--- src/rtl/d_sram2axi.sv ---
// d_sram2axi: single-outstanding bridge from the data-side sram-like bus to one AXI master port.
// Optional response checking: define D_SRAM2AXI_ERRCHK_EN to drive bus_err from SLVERR/DECERR.
module d_sram2axi #(
    parameter int ADDR_W = 32,
    parameter int DATA_W = 32
) (
    input  logic              clk,
    input  logic              rst,
    input  logic              data_req,
    input  logic              data_wr,
    input  logic [1:0]        data_size,
    input  logic [ADDR_W-1:0] data_addr,
    input  logic [DATA_W-1:0] data_wdata,
    output logic [DATA_W-1:0] data_rdata,
    output logic              data_addr_ok,
    output logic              data_data_ok,
    output logic [ADDR_W-1:0] araddr,
    output logic [2:0]        arsize,
    output logic              arvalid,
    input  logic              arready,
    input  logic [DATA_W-1:0] rdata,
    input  logic [1:0]        rresp,
    input  logic              rvalid,
    output logic              rready,
    output logic [ADDR_W-1:0] awaddr,
    output logic [2:0]        awsize,
    output logic              awvalid,
    input  logic              awready,
    output logic [DATA_W-1:0] wdata,
    output logic [3:0]        wstrb,
    output logic              wlast,
    output logic              wvalid,
    input  logic              wready,
    input  logic [1:0]        bresp,
    input  logic              bvalid,
    output logic              bready,
    output logic              bus_err
);
    typedef enum logic [2:0] {S_IDLE, S_AR, S_R, S_AWW, S_B} state_e;

    state_e            state_q, state_d;
    logic [ADDR_W-1:0] addr_q, addr_d;
    logic [1:0]        size_q, size_d;
    logic [DATA_W-1:0] wdata_q, wdata_d;
    logic [DATA_W-1:0] rdata_q, rdata_d;
    logic [3:0]        wstrb_q, wstrb_d;
    logic              dok_q, dok_d;
    logic              aw_done_q, aw_done_d;
    logic              w_done_q, w_done_d;
    logic [3:0]        strb_new;

    // size 3 has no meaning on a 32-bit bus; it strobes the full word
    always_comb begin
        case (data_size)
            2'd0:    strb_new = 4'b0001 << data_addr[1:0];
            2'd1:    strb_new = data_addr[1] ? 4'b1100 : 4'b0011;
            default: strb_new = 4'b1111;
        endcase
    end

    always_comb begin
        state_d   = state_q;
        addr_d    = addr_q;
        size_d    = size_q;
        wdata_d   = wdata_q;
        rdata_d   = rdata_q;
        wstrb_d   = wstrb_q;
        aw_done_d = aw_done_q;
        w_done_d  = w_done_q;
        dok_d     = 1'b0;
        case (state_q)
            S_IDLE: if (data_req) begin
                addr_d    = data_addr;
                size_d    = data_size;
                wdata_d   = data_wdata;
                wstrb_d   = strb_new;
                aw_done_d = 1'b0;
                w_done_d  = 1'b0;
                state_d   = data_wr ? S_AWW : S_AR;
            end
            S_AR: if (arready) state_d = S_R;
            S_R: if (rvalid) begin
                rdata_d = rdata;
                dok_d   = 1'b1;
                state_d = S_IDLE;
            end
            S_AWW: begin
                // AW and W retire independently; B waits for both
                if (awready) aw_done_d = 1'b1;
                if (wready)  w_done_d  = 1'b1;
                if (aw_done_d && w_done_d) state_d = S_B;
            end
            S_B: if (bvalid) begin
                dok_d   = 1'b1;
                state_d = S_IDLE;
            end
            default: state_d = S_IDLE;
        endcase
    end

    always_ff @(posedge clk or negedge rst) begin
        if (!rst) begin
            state_q   <= S_IDLE;
            addr_q    <= '0;
            size_q    <= '0;
            wdata_q   <= '0;
            rdata_q   <= '0;
            wstrb_q   <= '0;
            dok_q     <= 1'b0;
            aw_done_q <= 1'b0;
            w_done_q  <= 1'b0;
        end else begin
            state_q   <= state_d;
            addr_q    <= addr_d;
            size_q    <= size_d;
            wdata_q   <= wdata_d;
            rdata_q   <= rdata_d;
            wstrb_q   <= wstrb_d;
            dok_q     <= dok_d;
            aw_done_q <= aw_done_d;
            w_done_q  <= w_done_d;
        end
    end

    assign data_addr_ok = rst & (state_q == S_IDLE) & data_req;
    assign data_data_ok = dok_q;
    assign data_rdata   = rdata_q;
    assign araddr       = addr_q;
    assign arsize       = {1'b0, size_q};
    assign arvalid      = (state_q == S_AR);
    assign rready       = (state_q == S_R);
    assign awaddr       = addr_q;
    assign awsize       = {1'b0, size_q};
    assign awvalid      = (state_q == S_AWW) & ~aw_done_q;
    assign wdata        = wdata_q;
    assign wstrb        = wstrb_q;
    assign wlast        = 1'b1;
    assign wvalid       = (state_q == S_AWW) & ~w_done_q;
    assign bready       = (state_q == S_B);

`ifdef D_SRAM2AXI_ERRCHK_EN
    logic err_q;

    // resp[1] set means SLVERR or DECERR
    always_ff @(posedge clk or negedge rst) begin
        if (!rst) err_q <= 1'b0;
        else      err_q <= err_q | ((state_q == S_R) & rvalid & rresp[1])
                                 | ((state_q == S_B) & bvalid & bresp[1]);
    end
    assign bus_err = err_q;
`else
    logic unused_resp;
    assign unused_resp = ^{rresp, bresp};
    assign bus_err     = 1'b0;
`endif
endmodule

--- config.mk ---
export PLATFORM = sky130hd
export DESIGN_NAME = d_sram2axi
export DESIGN_NICKNAME = d
export VERILOG_FILES = /design/src/rtl/d_sram2axi.sv
export SDC_FILE = /design/constraint.sdc
export NUM_CORES = 1
export LEC_CHECK = 0
export ABC_CLOCK_PERIOD_IN_PS = 2200
export BUFFER_PORTS_ARGS = -buffer_cell sky130_fd_sc_hd__clkbuf_2
export CORE_MARGIN = 2
export CORE_UTILIZATION = 44
export CTS_CLUSTER_DIAMETER = 150
export DETAILED_ROUTE_END_ITERATION = 6
export PLACE_DENSITY_LB_ADDON = 0.12
export SYNTH_ARGS = -nofsm -noshare
export SYNTH_HDL_FRONTEND = slang
export SYNTH_SLANG_ARGS = --single-unit
--- constraint.sdc ---
create_clock -name clk -period 2.2 [get_ports clk]
set_input_delay 0.22 -clock clk [delete_from_list [all_inputs] [get_ports clk]]
set_output_delay 0.22 -clock clk [all_outputs]
set_load 0.01 [all_outputs]
After elaboration in Yosys (flattened, before gate mapping). Cells that the tools add are included. Widths: inputs -> output; s select.

Equal/unequal tests: 10. Shift operators: 1. Muxes and demuxes: 19. Bitwise logic cells: 6. Reduce and logical (&&, ||, !) cells: 8.

Operator list (number): $mux 3 (5); $pmux 3 s5 (1); $ne 2x2->1 const B (4); $pmux 4 s2 (1); $mux 1 (7); $eq 3x2->1 const B (2); $pmux 1 s2 (3); $reduce_and 2->1 (3); $reduce_and 5->1 (1); $and 1x1->1 (4); $mux 4 (1); $shl 1x2->4 const A (1); $eq 3x1->1 const B (1); $eq 3x3->1 const B (1); $logic_not 3->1 (1); $eq 2x1->1 const B (1); $logic_not 2->1 (1); $mux 2 (1); $ne 2x1->1 const B (1); $not 1->1 (2); $reduce_bool 2->1 (1); $logic_and 1x1->1 (1).

Register bits: 108. Input port bits: 111. Output and inout port bits: 147. Word-level logic and storage cells: 53.

Logic depth before layout (Yosys ltp).
Depth in word-level cells: 5. Gate-level depth with buffers: 6. Depth with buffers taken out: 3.

Least setup slack after synthesis. No wires, ideal clock.

Path kind: register to register. From: register state_q[0]. To: register rdata_q[10] (netlist: data_rdata[10]). Setup time: 0.125 ns. Arrival time: 1.575 ns. Required time: 2.075 ns. Setup slack: 0.500 ns. Stages on the path, launching flop included: 7. Buffers on the path: 3. Clock period less this slack: 1.700 ns. Cells stage by stage: dfrtp_1 buf_2 nor3b_2 and2_1 buf_2 buf_4 mux2_2.

Cells in the longest elaborated chain, start to end: 2.

RTL lines: start: declaration (RTL line 41) `state_e state_q, state_d;`; start signal: assignment (RTL line 113) `state_q <= state_d;`; $eq 3x2->1; named net rready (RTL line 24) `output logic rready,`; $reduce_and 2->1 (no line); end signal: assignment (RTL line 117) `rdata_q <= rdata_d;`; end: declaration (RTL line 45) `logic [DATA_W-1:0] rdata_q, rdata_d;`.

The timed path passes the listed nets, and every way through them passes these cells. A chain may end at the register's enable or synchronous reset.

Final worst setup path.
From: register state_q[2]. To: output data_addr_ok.

Cells in the longest elaborated chain, start to end: 3.

RTL lines: $logic_not 3->1 (RTL line 125) `assign data_addr_ok = rst & (state_q == S_IDLE) & data_req;`; $and 1x1->1 (2 in a row) (RTL line 125); end: declaration (RTL line 15) `output logic data_addr_ok,`.

No other way between the ends.

==> run summary <==
outcome = finished clean
Clk pin slew, worst setup/hold paths = 0.09 ns
synthesized instance count = 304
DRT Wirelength = 9870 µm
sequential area share after synthesis = 60.8%
FF-to-FF Start = state_q[2]
Worst R2R End = araddr[31]
HP Class = in -> reg
critical path type = reg -> out
Worst Tran Pin Value = 0.615 ns
Post-synth EDFFs = 0
Worst Slack Setup Final = 0.164 ns
ys async rst share = 100%
Lkg Pwr = 2.96 nW
FILL cells = 858
final net count = 633
Hold Path Depth = 2
Initial DRC Count = 105
Starting Density = 45.5%
worst reg-to-reg setup slack = 0.39 ns
Req. time, crit path = 1.98 ns
Setup Skew = 0.0101 ns
area of the die = 10900 µm²
Setup TNS = 0 ns
Final Cycle Share = 92.6%
Power Total = 8.64 mW
Max H-tree Level = 3
HP Start = rdata[27]
Fmax = 491 MHz
RSZ-0062 raised after global routing = false
slew margin rel. = 59.0%
largest net degree at the start of global routing = 109
clk_lat worst skew = 0.36 ns
Std-Cell Core Area = 9770 µm²
CTS buffer count = 9
Final Hold Fails = 0
critical path peak fanout = 29
Clock Sinks = 108
row count = 36
GRT Total Usage = 18.0%
TritonCTS clock tree = done
CP Capture Type = output pin
post-place setup slack = 0.476 ns
WHS Endpoint = data_rdata[27]
Bufs on Longest Clock Path = 2
Critical Path AT = 1.82 ns
I/O Pins = 258
diode count = 0
clk root buf = clkbuf_8
IO Port Bufs = 249
top_reg_cell synth = dfrtp_1
Die X = 105 µm
Netlist Area Pre-Place = 4450 µm²
Design Area, Final = 5800 µm²
worst hold margin = 0.0700 ns
area grow syn2layout = 30.4%
Mean Syn Cell Area = 14.6 µm²
max-cap violations = 0
peak supply drop = 0.707 mV
setup violators final = 0
first-pass GRT wire length = 15600 µm
drt pass-1 iters = 4
Max Slew Vio Count = 0
Syn. warnings = 0
reg2reg path depth = 4
Final Wtd Congestion = 0.748
die span in y = 105 µm
DRC errors left = 0
FF+latch count, synth = 108
DR vias = 3076
antenna-violating nets left = 0
grt ovf = 0
vias in the first global route = 3149
initial antenna violation count = 0
post-DP HPWL = 7220 µm
share of cells above drive strength 1 = 69.1%
routed length per instance = 15.0 µm
crit path launch type = register
dpl cell area = 5580 µm²
power per cell area = 1490 nW/µm²
Yosys cell types = 25
drt via density = 4.66
clock period minus worst slack = 2.04 ns
[cell families after synthesis]
logic type	synth area share [%]
buffers and inverters	8.50
other	0.169
and+or+nand+nor	3.23
AOI/OAI and AO/OA	2.31
muxes	25.0
DFF	60.8
[placed cells by master (no fill, tap or decap), types with 3 or more instances in the layout]
cell type,instances
buf_4,4
mux2_2,89
clkbuf_2,248
dfrtp_1,108
mux2_1,9
conb_1,4
clkinvlp_4,4
clkbuf_8,9
nand2b_1,3
a21oi_1,11
nor2_1,11
[flip-flops by register name (all words and copies together), names as in the netlist]
signal,count
araddr,32
data_rdata,32
wdata,32
wstrb,4
state_q,3
size_q,2
aw_done_q,1
data_data_ok,1
w_done_q,1
[repair_timing]
action                                 CTS  global route
setup endpoints to repair                0             1
hold buffers                             1             0
buffers inserted                         0             1
endpoints found under the hold margin  108             0
gates resized for setup                  0             1
[routing by layer]
metal / part of all wire (%) / vias to the layer above / GRT usage, %
li1: - / 1436 / -
met1: 39 / 1485 / 20.6
met2: 51 / 144 / 31.5
met3: 8.2 / 11 / 6.11
met4: 1.6 / 0 / 6.47
met5: 0 / - / 0
[final cells by class]
cell class                 count  area [µm²]  area share [%]
tap                          133         166            2.87
multi-input combinational    144        1380            23.7
inverter                       2        7.51           0.129
clock buffer                  10         128            2.20
clock inverter                 6        65.1            1.12
sequential                   108        2700            46.6
timing repair buffer         257        1360            23.4
[how the worst max path moves through the flow]
| stage | startpoint | to | slack [ns] | cells past startpoint |
|---|---|---|---|---|
| 3_3_place_gp | state_q[2] | data_addr_ok | 0.50 | 4 |
| 4_1_cts | state_q[0] | data_addr_ok | 0.05 | 4 |
| 3_5_place_dp | state_q[0] | data_addr_ok | 0.48 | 4 |
| 6_report | state_q[2] | data_addr_ok | 0.16 | 4 |
| 2_1_floorplan | state_q[0] | data_rdata[10] | 0.50 | 6 |
| 5_1_grt | state_q[1] | data_addr_ok | 0.05 | 4 |
[where the power goes]
group          switching (mW)  internal [mW]
clock                   0.653          0.525
combinational            1.86           1.99
sequential              0.626           2.99
total                    3.14           5.50
[synthesized netlist by cell type (2+ instances only)]
cell type | count | area [µm²]
a21oi_1 | 11 | 55.1
and2_1 | 2 | 12.5
buf_2 | 8 | 40.0
buf_4 | 44 | 330
conb_1 | 2 | 7.51
dfrtp_1 | 108 | 2700
inv_1 | 2 | 7.51
mux2_1 | 9 | 101
mux2_2 | 89 | 1000
nand2b_1 | 3 | 18.8
nor2_1 | 11 | 41.3
o22ai_1 | 2 | 12.5
[worst max-delay path, cell delays in order (launching register included)]
cell,delay [ns]
dfrtp_1,0.48
nor4b_4,0.40
clkbuf_16,0.29
and2_1,0.14
clkbuf_2,0.13
[stage by stage]
| step | utilization [%] | cells |
|---|---|---|
| after floorplan | - | 306 |
| after global placement | 57.0 | 641 |
| after detailed placement | 57.0 | 641 |
| after CTS | 59.1 | 658 |
| after global routing | 59.4 | 660 |
| final | 59.4 | 660 |
Power figures use the tool's default switching activity.
